--- config.mk ---
export PLATFORM = sky130hd
export DESIGN_NAME = fc_stream_feeder_flat
export DESIGN_NICKNAME = d
export VERILOG_FILES = /design/src/rtl/fc_pkg.sv /design/src/rtl/fc_stream_feeder_if.sv /design/src/rtl/fc_addr_gen.sv /design/src/rtl/fc_stream_feeder.sv /design/src/flat_wrapper.sv
export SDC_FILE = /design/constraint.sdc
export NUM_CORES = 1
export LEC_CHECK = 0
export CAP_MARGIN = 20
export CORE_ASPECT_RATIO = 1.5
export CORE_MARGIN = 8
export CORE_UTILIZATION = 52
export DETAILED_ROUTE_END_ITERATION = 12
export GPL_ROUTABILITY_DRIVEN = 0
export PLACE_DENSITY_LB_ADDON = 0.05
export SLEW_MARGIN = 20
export SYNTH_ARGS = -nofsm -noshare
export SYNTH_HDL_FRONTEND = slang
export SYNTH_SLANG_ARGS = --single-unit
--- constraint.sdc ---
create_clock -name clk -period 11.5 [get_ports clk]
set_input_delay 3.45 -clock clk [delete_from_list [all_inputs] [get_ports clk]]
set_output_delay 3.45 -clock clk [all_outputs]
set_load 0.02 [all_outputs]
--- src/rtl/fc_pkg.sv ---
// fc_pkg: shared FSM encoding, MAC widths and result clamping for the FC stream feeder.
package fc_pkg;
    typedef enum logic [1:0] {IDLE, RUN, DRAIN, DONE} state_t;
    localparam int FC_SIZE_W = 14;
    localparam int ACC_W = 32;
    function automatic logic [ACC_W-1:0] relu32(input logic [ACC_W-1:0] v, input logic en);
        return (en && v[ACC_W-1]) ? '0 : v;
    endfunction
endpackage

--- src/rtl/fc_stream_feeder_if.sv ---
// fc_stream_feeder_if: control, buffer and MAC signals between the feeder (master) and its environment.
interface fc_stream_feeder_if #(
    parameter int DW = 16,
    parameter int IN_AW = 14,
    parameter int W_AW = 24,
    parameter int OUT_AW = 12
) ();
    import fc_pkg::*;
    logic                 start;
    logic [IN_AW-1:0]     num_inputs;
    logic [OUT_AW-1:0]    num_outputs;
    logic                 busy;
    logic                 done;
    logic                 x_rd;
    logic [IN_AW-1:0]     x_addr;
    logic [DW-1:0]        x_rdata;
    logic                 w_rd;
    logic [W_AW-1:0]      w_addr;
    logic [DW-1:0]        w_rdata;
    logic [OUT_AW-1:0]    b_addr;
    logic [DW-1:0]        b_rdata;
    logic                 fc_en;
    logic [DW-1:0]        fc_din;
    logic [DW-1:0]        fc_weight;
    logic [DW-1:0]        fc_bias;
    logic [FC_SIZE_W-1:0] fc_size;
    logic [ACC_W-1:0]     fc_out;
    logic                 fc_ack;
    logic                 res_we;
    logic [OUT_AW-1:0]    res_addr;
    logic [ACC_W-1:0]     res_data;
    modport master (
        input  start, num_inputs, num_outputs, x_rdata, w_rdata, b_rdata, fc_out, fc_ack,
        output busy, done, x_rd, x_addr, w_rd, w_addr, b_addr, fc_en, fc_din, fc_weight,
               fc_bias, fc_size, res_we, res_addr, res_data
    );
    modport slave (
        output start, num_inputs, num_outputs, x_rdata, w_rdata, b_rdata, fc_out, fc_ack,
        input  busy, done, x_rd, x_addr, w_rd, w_addr, b_addr, fc_en, fc_din, fc_weight,
               fc_bias, fc_size, res_we, res_addr, res_data
    );
endinterface

--- src/rtl/fc_addr_gen.sv ---
// fc_addr_gen: walks slots k=0..N of each neuron j, producing buffer addresses and read enables.
module fc_addr_gen #(
    parameter int IN_AW = 14,
    parameter int W_AW = 24,
    parameter int OUT_AW = 12
) (
    input  logic              clk,
    input  logic              rst,
    input  logic              run_i,
    input  logic [IN_AW-1:0]  n_i,
    input  logic [OUT_AW-1:0] m_i,
    output logic              rd_o,
    output logic              last_o,
    output logic [IN_AW-1:0]  x_addr_o,
    output logic [W_AW-1:0]   w_addr_o,
    output logic [OUT_AW-1:0] b_addr_o
);
    logic [IN_AW-1:0]  k_q, k_d;
    logic [OUT_AW-1:0] j_q, j_d;
    logic [W_AW-1:0]   wbase_q, wbase_d;
    logic              gap;
    always_comb begin
        gap      = k_q == n_i;
        rd_o     = run_i && !gap;
        last_o   = run_i && gap && j_q == m_i - 1'b1;
        k_d      = (!run_i || gap) ? '0 : k_q + 1'b1;
        j_d      = !run_i ? '0 : gap ? j_q + 1'b1 : j_q;
        wbase_d  = !run_i ? '0 : gap ? wbase_q + W_AW'(n_i) : wbase_q;
        x_addr_o = k_q;
        w_addr_o = wbase_q + W_AW'(k_q);
        b_addr_o = j_q;
    end
    always_ff @(posedge clk or posedge rst) begin
        if (rst) begin
            k_q     <= '0;
            j_q     <= '0;
            wbase_q <= '0;
        end else begin
            k_q     <= k_d;
            j_q     <= j_d;
            wbase_q <= wbase_d;
        end
    end
endmodule

--- src/rtl/fc_stream_feeder.sv ---
// fc_stream_feeder: streams activations/weights/biases into the FC MAC one neuron per frame
// and writes each acknowledged result (optionally ReLU-clamped) to the output buffer.
module fc_stream_feeder
    import fc_pkg::*;
#(
    parameter int DW = 16,
    parameter int IN_AW = 14,
    parameter int W_AW = 24,
    parameter int OUT_AW = 12,
    parameter int RELU = 1
) (
    input logic clk,
    input logic rst,
    fc_stream_feeder_if.master bus_io
);
    state_t               state_q, state_d;
    logic [IN_AW-1:0]     n_q;
    logic [OUT_AW-1:0]    m_q, out_cnt_q, res_addr_q;
    logic [FC_SIZE_W-1:0] size_q;
    logic [ACC_W-1:0]     res_data_q;
    logic                 en_q, real_q, we_q;
    logic                 rd, last, go, zero, cap, fin;
    logic [IN_AW-1:0]     x_addr;
    logic [W_AW-1:0]      w_addr;
    logic [OUT_AW-1:0]    b_addr;

    fc_addr_gen #(.IN_AW(IN_AW), .W_AW(W_AW), .OUT_AW(OUT_AW)) u_addr_gen (
        .clk(clk), .rst(rst), .run_i(state_q == RUN), .n_i(n_q), .m_i(m_q),
        .rd_o(rd), .last_o(last), .x_addr_o(x_addr), .w_addr_o(w_addr), .b_addr_o(b_addr)
    );

    always_ff @(posedge clk or posedge rst) begin
        if (rst) state_q <= IDLE;
        else     state_q <= state_d;
    end

    always_comb begin
        zero    = bus_io.num_inputs == '0 || bus_io.num_outputs == '0;
        go      = state_q == IDLE && bus_io.start && !zero;
        fin     = we_q && out_cnt_q == m_q;
        state_d = state_q == IDLE  ? (bus_io.start ? (zero ? DONE : RUN) : IDLE) :
                  state_q == RUN   ? (last ? DRAIN : RUN) :
                  state_q == DRAIN ? (fin ? DONE : DRAIN) : IDLE;
    end

    always_comb begin
        bus_io.busy = state_q == RUN || state_q == DRAIN;
        bus_io.done = state_q == DONE;
        cap         = bus_io.fc_ack && (state_q == RUN || state_q == DRAIN);
    end

    // Data stage trails issue by one cycle to match the buffers' read latency.
    always_ff @(posedge clk or posedge rst) begin
        if (rst) begin
            n_q        <= '0;
            m_q        <= '0;
            size_q     <= '0;
            en_q       <= 1'b0;
            real_q     <= 1'b0;
            we_q       <= 1'b0;
            out_cnt_q  <= '0;
            res_addr_q <= '0;
            res_data_q <= '0;
        end else begin
            if (go) begin
                n_q    <= bus_io.num_inputs;
                m_q    <= bus_io.num_outputs;
                size_q <= FC_SIZE_W'(bus_io.num_inputs + 1'b1);
            end
            en_q      <= state_q == RUN;
            real_q    <= rd;
            we_q      <= cap;
            out_cnt_q <= go ? '0 : out_cnt_q + OUT_AW'(cap);
            if (cap) begin
                res_addr_q <= out_cnt_q;
                res_data_q <= relu32(bus_io.fc_out, RELU != 0);
            end
        end
    end

    always_comb begin
        bus_io.x_rd      = rd;
        bus_io.w_rd      = rd;
        bus_io.x_addr    = x_addr;
        bus_io.w_addr    = w_addr;
        bus_io.b_addr    = b_addr;
        bus_io.fc_en     = en_q;
        bus_io.fc_din    = real_q ? bus_io.x_rdata : {DW{1'b0}};
        bus_io.fc_weight = real_q ? bus_io.w_rdata : {DW{1'b0}};
        bus_io.fc_bias   = bus_io.b_rdata;
        bus_io.fc_size   = size_q;
        bus_io.res_we    = we_q;
        bus_io.res_addr  = res_addr_q;
        bus_io.res_data  = res_data_q;
    end
endmodule

--- src/flat_wrapper.sv ---
// flat-port wrapper written by rule: the top's interface ports become plain ports
module fc_stream_feeder_flat import fc_pkg::*;
#(
    parameter int DW = 16,
    parameter int IN_AW = 14,
    parameter int W_AW = 24,
    parameter int OUT_AW = 12,
    parameter int RELU = 1
)
  (clk, rst, bus_io_start, bus_io_num_inputs, bus_io_num_outputs, bus_io_x_rdata, bus_io_w_rdata, bus_io_b_rdata, bus_io_fc_out, bus_io_fc_ack, bus_io_busy, bus_io_done, bus_io_x_rd, bus_io_x_addr, bus_io_w_rd, bus_io_w_addr, bus_io_b_addr, bus_io_fc_en, bus_io_fc_din, bus_io_fc_weight, bus_io_fc_bias, bus_io_fc_size, bus_io_res_we, bus_io_res_addr, bus_io_res_data);
  fc_stream_feeder_if #(.DW(DW), .IN_AW(IN_AW), .W_AW(W_AW), .OUT_AW(OUT_AW)) bus_io_i ();
  input logic clk;
  input logic rst;
  input wire logic [$bits(bus_io_i.start)-1:0] bus_io_start;
  input wire logic [$bits(bus_io_i.num_inputs)-1:0] bus_io_num_inputs;
  input wire logic [$bits(bus_io_i.num_outputs)-1:0] bus_io_num_outputs;
  input wire logic [$bits(bus_io_i.x_rdata)-1:0] bus_io_x_rdata;
  input wire logic [$bits(bus_io_i.w_rdata)-1:0] bus_io_w_rdata;
  input wire logic [$bits(bus_io_i.b_rdata)-1:0] bus_io_b_rdata;
  input wire logic [$bits(bus_io_i.fc_out)-1:0] bus_io_fc_out;
  input wire logic [$bits(bus_io_i.fc_ack)-1:0] bus_io_fc_ack;
  output wire logic [$bits(bus_io_i.busy)-1:0] bus_io_busy;
  output wire logic [$bits(bus_io_i.done)-1:0] bus_io_done;
  output wire logic [$bits(bus_io_i.x_rd)-1:0] bus_io_x_rd;
  output wire logic [$bits(bus_io_i.x_addr)-1:0] bus_io_x_addr;
  output wire logic [$bits(bus_io_i.w_rd)-1:0] bus_io_w_rd;
  output wire logic [$bits(bus_io_i.w_addr)-1:0] bus_io_w_addr;
  output wire logic [$bits(bus_io_i.b_addr)-1:0] bus_io_b_addr;
  output wire logic [$bits(bus_io_i.fc_en)-1:0] bus_io_fc_en;
  output wire logic [$bits(bus_io_i.fc_din)-1:0] bus_io_fc_din;
  output wire logic [$bits(bus_io_i.fc_weight)-1:0] bus_io_fc_weight;
  output wire logic [$bits(bus_io_i.fc_bias)-1:0] bus_io_fc_bias;
  output wire logic [$bits(bus_io_i.fc_size)-1:0] bus_io_fc_size;
  output wire logic [$bits(bus_io_i.res_we)-1:0] bus_io_res_we;
  output wire logic [$bits(bus_io_i.res_addr)-1:0] bus_io_res_addr;
  output wire logic [$bits(bus_io_i.res_data)-1:0] bus_io_res_data;
  assign bus_io_i.start = bus_io_start;
  assign bus_io_i.num_inputs = bus_io_num_inputs;
  assign bus_io_i.num_outputs = bus_io_num_outputs;
  assign bus_io_i.x_rdata = bus_io_x_rdata;
  assign bus_io_i.w_rdata = bus_io_w_rdata;
  assign bus_io_i.b_rdata = bus_io_b_rdata;
  assign bus_io_i.fc_out = bus_io_fc_out;
  assign bus_io_i.fc_ack = bus_io_fc_ack;
  assign bus_io_busy = bus_io_i.busy;
  assign bus_io_done = bus_io_i.done;
  assign bus_io_x_rd = bus_io_i.x_rd;
  assign bus_io_x_addr = bus_io_i.x_addr;
  assign bus_io_w_rd = bus_io_i.w_rd;
  assign bus_io_w_addr = bus_io_i.w_addr;
  assign bus_io_b_addr = bus_io_i.b_addr;
  assign bus_io_fc_en = bus_io_i.fc_en;
  assign bus_io_fc_din = bus_io_i.fc_din;
  assign bus_io_fc_weight = bus_io_i.fc_weight;
  assign bus_io_fc_bias = bus_io_i.fc_bias;
  assign bus_io_fc_size = bus_io_i.fc_size;
  assign bus_io_res_we = bus_io_i.res_we;
  assign bus_io_res_addr = bus_io_i.res_addr;
  assign bus_io_res_data = bus_io_i.res_data;
  fc_stream_feeder #(.DW(DW), .IN_AW(IN_AW), .W_AW(W_AW), .OUT_AW(OUT_AW), .RELU(RELU)) u_core (.clk(clk), .rst(rst), .bus_io(bus_io_i));
endmodule
# After elaboration in Yosys (flattened, before gate mapping)
# Index checks and enable logic that the tools add are counted.
# classes
n_addsub	7
eq_ne	7
muxes	16
reduce_logical	16
# ops
operator	n
adder 24 x 14 -> 24 bit	2
2-to-1 mux 24 bit	2
2-to-1 mux 12 bit	3
2-to-1 mux 16 bit	2
2-to-1 mux 31 bit	1
adder 14 x 1 -> 14 bit, second input constant	2
equality test 12 bit	2
equality test 14 bit	1
logical NOT 14 bit	1
2-to-1 mux 14 bit	1
adder 12 x 1 -> 12 bit	1
adder 12 x 1 -> 12 bit, second input constant	1
logical NOT 12 bit	1
2-to-1 mux 2 bit	6
subtractor 12 x 1 -> 12 bit, second input constant	1
logical AND 1 bit	7
equality test 2 bit, second input constant	2
logical NOT 1 bit	3
logical OR 1 bit	3
equality test 2 x 1 -> 1 bit, second input constant	1
logical NOT 2 bit	1
inequality test 2 x 1 -> 1 bit, second input constant	1
2-to-1 mux 1 bit	1
# totals
ff_bits	151
input_bits	110
word_cells	59

# Depth between registers and ports, before layout
# Gate-level depths: netlist of the first run.
# logic_depth
depth_word	6
ltp_mapped	13
ltp_nobuf	11

# Hierarchy
# A second synthesis of the first run with hierarchy kept.
# hier_totals
cells_unflattened	1004
area_unflattened_um2	9572.9
# by_module_without_submodules
mod	instances	cells_per_inst	area_per_inst_um2	seq_area_each_um2
fc_stream_feeder	1	448	4931.0	2502.4
fc_addr_gen	1	556	4642.0	1251.2

# Worst setup path after synthesis of the first run
# Ideal clock, no wire load.
# synth_timing
path_kind	input -> output
from	input port bus_io_x_rdata[0]
to	output port bus_io_fc_din[0]
t_arrival_ps	3666
path_slack_ps	4384
path_stages	1
n_path_buf	0
path_cell_list	and2_1
# synth_between
elab_chain_cells	1
# synth_lines
element	line	rtl
from (decl)	flat_wrapper.sv:17	input wire logic [$bits(bus_io_i.x_rdata)-1:0] bus_io_x_rdata;
2-to-1 mux 16 bit	fc_stream_feeder.sv:88	bus_io.fc_din = real_q ? bus_io.x_rdata : {DW{1'b0}};
to (decl)	flat_wrapper.sv:30	output wire logic [$bits(bus_io_i.fc_din)-1:0] bus_io_fc_din;
# No other way between the ends.

# Worst setup path in the final report of the first run
# layout_timing
from	input port bus_io_x_rdata[10]
to	output port bus_io_fc_din[10]
# The elaborated chain is that of the path after synthesis.

==> flow_summary.json, run 1 <==
{
  "cts-root-buf": "clkbuf_16",
  "reg2reg_depth": 9,
  "ir_drop_mv": 0.1409,
  "post-cts-setup-buffers": 0,
  "drv_cap": 0,
  "rows": 59,
  "synth.distinct_cells": 63,
  "fin_crit_ns": 8.209,
  "die_h_um": 177.4,
  "post-route-util_pct": 70.02,
  "dieWidth_um": 123.6,
  "synthAdderAreaFrac_pct": 5.851,
  "final_hold_viol_count": 0,
  "htreeDepth": 4,
  "syn_to_final_growth_pct": 33.44,
  "synthCells": 1010,
  "startpoint_type": "input pin",
  "globalRouteTotalUtil_pct": 23.03,
  "slowest_stage": "clkdlybuf4s50_1",
  "synth_xor_area_share_pct": 10.38,
  "mostFrequentLayoutCell": "clkdlybuf4s50_1",
  "min_path_type": "flop to flop",
  "drc_errors": 0,
  "synthArstFlopShare_pct": 100.0,
  "start_util_pct": 52.47,
  "drtIter0Drc": 277,
  "path_class": "input pin to primary output",
  "synth_area_leaders": "dfrtp_1 (42%), nand2_1 (7.6%), xor2_1 (6.1%), ha_1 (5.4%), xnor2_1 (4.3%)",
  "worstPathMaxFanout": 1,
  "holdPathEnd": "u_core.bus_io.res_data[7]$_DFFE_PP0P_",
  "first_global_vias": 7959,
  "synthMuxAreaShare_pct": 2.052,
  "vias": 7778,
  "ys_seq_area_share_pct": 41.59,
  "r2r_setup_slack_ns": 8.76,
  "timing.rr.start": "u_core.n_q[0]$_DFFE_PP0P_",
  "syn_avg_cell_area_sq_um": 8.936,
  "wl_met1_mm": 9.479,
  "numCtsBuffers": 17,
  "grt_max_degree": 80,
  "rsz0062_at_grt": "false",
  "drive_gt1_share_pct": 5.379,
  "detail_route.wl_per_cell_um": 17.16,
  "die-area_sq_um": 21910,
  "crit_chain": "clkdlybuf4s50_1, and2_1, clkdlybuf4s50_1",
  "maxUsedRoutingLayer": "met4",
  "grt_pass1_wl_mm": 40.31,
  "final.period_utilization_pct": 71.38,
  "cts_hold_buffers": 0,
  "cts_resized": 0,
  "grt_overflow_total": 0,
  "synth-compound-area-share_pct": 12.38,
  "final-max-slew-violation-count": 0,
  "reg2reg_to": "u_core.u_addr_gen.wbase_q[18]$_DFFE_PP0N_",
  "nets": 1365,
  "syn_nets": 1161,
  "totalWireLength_mm": 24.71,
  "firstDrtPassIters": 4,
  "hold_depth": 2,
  "io_pins": 272,
  "clock_latency_ns": 0.43,
  "cts.clk_slew.worst_paths_ns": 0.06,
  "yosys.area.top_type": "dfrtp_1",
  "clock-sinks": 150,
  "core_area_sq_um": 17200,
  "synth_top_family_by_area": "simple AND/OR/NAND/NOR gates",
  "critPathArrivalTime_ns": 4.76,
  "final_cell_mix": "clkdlybuf4s50_1 (238), nand2_1 (181), dfrtp_1 (150)",
  "drtAntennaViolNets": 0,
  "yosys.area_share.simple_pct": 23.47,
  "cp_common_cell": "clkdlybuf4s50_1",
  "p_leak_nw": 5.333,
  "synth-seq-cells": 150,
  "yosys_warnings": 0,
  "synth_area_sq_um": 9025,
  "dpl.hpwl_mm": 18.97,
  "cp.required_ns": 8.05,
  "via_per_inst": 5.401,
  "synth_top_cell_area_share_pct": 41.59,
  "insertedDiodeCount": 0,
  "wl_met3_mm": 2.162,
  "finClkSkew_ns": 0.01390,
  "clock_tree.buffer_depth": 2,
  "finalSetupTns_ns": 0,
  "power.density_nw_per_um2": 189.6,
  "synth_ff_type": "dfrtp_1",
  "synth_edf_count": 0,
  "outcome": "completed",
  "hp-start": "u_core.bus_io.res_data[7]$_DFFE_PP0P_",
  "worstSetupEndpointType": "primary output",
  "fmax_ghz": 0.1218,
  "antenna_found_initial": 0,
  "slowest_delay_ns": 0.62,
  "setup_viol": 0,
  "portBuffers": 238,
  "relSlewSlack_pct": 39.74,
  "worst_pin_slew_ns": 0.9039,
  "wl_met2_mm": 12.57,
  "cts_tree": "done"
}
## power by group
part | internal (W) | switching (W) | leakage [nW]
sequential | 0.000653 | 0.000138 | 1.98
combinational | 0.000417 | 0.000499 | 3.05
clock | 0.000329 | 0.000247 | 0.300
## synthesized netlist by cell type (all sizes together) (6+ instances only)
master / instances
o21ai: 72
a21o: 9
dfrtp: 150
o211ai: 9
xnor2: 44
o21a: 8
nand2: 182
and2: 36
a211oi: 10
mux2: 12
inv: 20
clkbuf: 38
xor2: 63
and3: 15
nor4: 15
nand3: 27
buf: 23
nor2: 52
ha: 39
nand4: 15
or4: 6
a21oi: 42
nor3: 11
or3: 9
nand2b: 42
and4: 6
## critical path: cells and delay by family
family / cells / cell delay (ns)
buffers and inverters: 2 / 1.15
and+or+nand+nor: 1 / 0.15
## worst max-delay path by stage
| stage | startpoint | endpoint | slack, ns | cells after the start |
|---|---|---|---|---|
| floorplan | rst | u_core.bus_io.fc_en$_DFF_PP0_ | 4.01 | 1 |
| global placement | bus_io_x_rdata[10] | bus_io_fc_din[10] | 3.27 | 3 |
| detailed placement | bus_io_x_rdata[10] | bus_io_fc_din[10] | 3.28 | 3 |
| CTS | bus_io_x_rdata[10] | bus_io_fc_din[10] | 3.28 | 3 |
| global route | bus_io_x_rdata[10] | bus_io_fc_din[10] | 3.27 | 3 |
| finish | bus_io_x_rdata[10] | bus_io_fc_din[10] | 3.29 | 3 |
## per-stage QoR
stage          power (W)  worst slack [ns]  hold slack (ns)  std cells  instance area, sq um
2_1_floorplan   0.001332             4.014           0.4911       1010                  9025
3_3_place_gp    0.001704             3.275           0.4596       1408                 11440
3_5_place_dp    0.001722             3.278           0.4691       1408                 11440
4_1_cts         0.002305             3.278           0.4843       1440                 12040
5_1_grt         0.002426             3.269           0.5078       1440                 12040
6_report        0.002283             3.291           0.4773       1440                 12040
## kinds of logic (layout without fill, tap and decap cells)
family / after synthesis / after routing
simple gates: 429 / 429
other cells: 1 / 1
xor+xnor: 107 / 107
flops: 150 / 150
fa+ha+maj: 41 / 41
compound gates: 184 / 184
buf+inv: 81 / 298
mux: 17 / 17
## routing by layer
layer / vias up / GRT usage (%)
met5: - / 0
met4: 0 / 8.111
met3: 31 / 7.293
met2: 245 / 40.83
met1: 3633 / 25.02
li1: 3869 / -
## registers in the layout (all words and copies together) (netlist names)
signal                      count
u_core.bus_io.fc_en             1
u_core.bus_io.fc_size          14
u_core.bus_io.res_addr         12
u_core.bus_io.res_data         31
u_core.bus_io.res_we            1
u_core.m_q                     12
u_core.n_q                     14
u_core.out_cnt_q               12
u_core.real_q                   1
u_core.state_q                  2
u_core.u_addr_gen.b_addr_o     12
u_core.u_addr_gen.wbase_q      24
u_core.u_addr_gen.x_addr_o     14
## layout make-up
cell class | count | area (sq um)
Inverter | 20 | 80.08
Fill cell | 1398 | 5157
Clock inverter | 15 | 180.2
Timing Repair Buffer | 246 | 2442
Clock buffer | 17 | 425.4
Multi-Input combinational cell | 779 | 4895
Tap cell | 213 | 266.5
Sequential cell | 150 | 3754
(Power assumes the default switching activity.)
==> run 2, diff against run 1 <==
- CORE_UTILIZATION: 52 -> 43
- clock period: 11.5 -> 7.13 ns (I/O delays scaled with it)
==> run 2 against run 1 <==
- clock power is 54% higher
- hold slack hardly changed
- global-route usage is 3.3 points lower
- critical path type is now flop to primary output
- core utilization is 12 points lower
- clock skew is 0.0026 ns lower
- worst setup slack worse by 2.1 ns
- power is 59% higher
- combinational power is 62% higher
- largest power group unchanged
- largest cell class unchanged
- wire length is 3.6% higher
- final cell count is 3.9% higher
- die area is 19% higher
==> flow_summary.json, run 2 (synthesis results as in run 1) <==
{
  "outcome": "completed",
  "die-area_sq_um": 25980,
  "slowest_stage": "clkdlybuf4s50_1",
  "dp_slack_ns": 1.641,
  "startpoint_type": "flop",
  "busiest_layer": "met2",
  "fin_area_sq_um": 12090,
  "relSlewSlack_pct": 28.70,
  "fmax_ghz": 0.1694,
  "io_pins": 272,
  "setup_ws_ns": 1.228,
  "final-max-slew-violation-count": 0,
  "cts_tree": "done",
  "clock_tree.buffer_depth": 2,
  "grt_use_met3_pct": 6.898,
  "numCtsBuffers": 17,
  "rsz0062_at_grt": "false",
  "antenna_found_initial": 0,
  "fin_crit_ns": 5.902,
  "syn_to_final_growth_pct": 34.01,
  "p_leak_nw": 5.320,
  "grt_pass1_wl_mm": 41.69,
  "vias": 7758,
  "grt_use_met1_pct": 22.52,
  "first_global_vias": 7703,
  "drtAntennaViolNets": 0,
  "setup_viol": 0,
  "crit_chain": "ha_1, fa_1, a21o_1, a21oi_1, o211ai_1, o21ai_0, or4b_2, o211ai_1, clkdlybuf4s50_1",
  "finalSetupTns_ns": 0,
  "slowest_delay_ns": 0.63,
  "path_class": "flop to primary output",
  "clock-sinks": 150,
  "drtIter0Drc": 340,
  "hold_ws_ns": 0.4777,
  "drive_gt1_share_pct": 5.456,
  "worst_pin_slew_ns": 1.068,
  "cp_common_cell": "o211ai_1",
  "drc_errors": 0,
  "detail_route.wl_per_cell_um": 17.12,
  "worstPathMaxFanout": 9,
  "final_hold_viol_count": 0,
  "r2r_setup_slack_ns": 4.39,
  "post-route-util_pct": 58.09,
  "core_area_sq_um": 20820,
  "worstSetupEndpointType": "primary output",
  "cts.clk_slew.worst_paths_ns": 0.07,
  "critPathArrivalTime_ns": 3.76,
  "firstDrtPassIters": 5,
  "cts_hold_buffers": 0,
  "nets": 1366,
  "power.density_nw_per_um2": 300.9,
  "placed_area_sq_um": 11510,
  "cts_resized": 0,
  "ir_drop_mv": 0.2374,
  "rows": 65,
  "clock_latency_ns": 0.43,
  "grt_max_degree": 76,
  "final_cell_mix": "clkdlybuf4s50_1 (238), nand2_1 (181), dfrtp_1 (150)",
  "grt_overflow_total": 0,
  "post-cts-setup-buffers": 0,
  "htreeDepth": 4,
  "regArea_sq_um": 3754,
  "insertedDiodeCount": 0,
  "largest_reg_flops": 31,
  "drv_cap": 0,
  "globalRouteTotalUtil_pct": 19.74,
  "nFillCells": 1918,
  "cp.required_ns": 4.99,
  "final.period_utilization_pct": 82.77,
  "totalWireLength_mm": 25.61,
  "grt_use_met2_pct": 33.71,
  "mostFrequentLayoutCell": "clkdlybuf4s50_1",
  "dpl.hpwl_mm": 19.53,
  "multi_input_area_sq_um": 4895,
  "finClkSkew_ns": 0.01134,
  "die_h_um": 193.4,
  "dieWidth_um": 134.3,
  "via_per_inst": 5.186,
  "min_path_type": "flop to flop",
  "portBuffers": 238,
  "cts-root-buf": "clkbuf_16",
  "start_util_pct": 43.35
}
run 2: per-stage QoR:
| stage | std cells | total power, W |
|---|---|---|
| final | 1496 | 0.003640 |
| after global routing | 1496 | 0.003879 |
| after CTS | 1496 | 0.003692 |
| after detailed placement | 1464 | 0.002786 |
| after global placement | 1464 | 0.002772 |
| after floorplan | 1010 | 0.002149 |
run 2: metal layers:
layer | vias to the layer above | part of all wire (%)
li1 | 3865 | -
met1 | 3621 | 40
met2 | 239 | 50
met3 | 33 | 8.2
met4 | 0 | 1.8
met5 | - | 0
run 2: report_power, final:
group	leakage, nW	switching [W]	internal, W	total, W
clock network	0.281	0.000419	0.000468	0.000887
logic	3.05	0.000802	0.000674	0.00148
registers	1.98	0.000224	0.00105	0.00128
total	5.32	0.00144	0.00219	0.00364
run 2: final timing paths:
path | start | to | cells past startpoint
setup / recovery | u_core.u_addr_gen.x_addr_o[0]$_DFF_PP0_ | bus_io_w_addr[12] | 9
hold / removal | u_core.bus_io.res_data[19]$_DFFE_PP0P_ | u_core.bus_io.res_data[19]$_DFFE_PP0P_ | 2
setup reg to reg | u_core.n_q[0]$_DFFE_PP0P_ | u_core.u_addr_gen.wbase_q[16]$_DFFE_PP0N_ | 9
hold reg to reg | u_core.bus_io.res_data[19]$_DFFE_PP0P_ | u_core.bus_io.res_data[19]$_DFFE_PP0P_ | 2
max in group asynchronous | rst | u_core.m_q[10]$_DFFE_PP0P_ | 3
min in group asynchronous | rst | u_core.bus_io.res_data[5]$_DFFE_PP0P_ | 2
run 2: worst max-delay path, delay by kind of cell, from the launching register on:
kind                       cells  cell delay [ns]
AOI/OAI and AO/OA              5             0.92
adders and majority gates      2             0.70
buffers and inverters          1             0.63
and+or+nand+nor                1             0.61
DFF                            1             0.48
run 2: cell type report:
class,instances,share of cell area (%)
clock inverters,15,1.283
clock buffers,17,3.517
repair buffers,247,20.26
well taps,268,2.773
flip-flops and latches,150,31.04
inverters,20,0.6621
multi-input cells,779,40.47
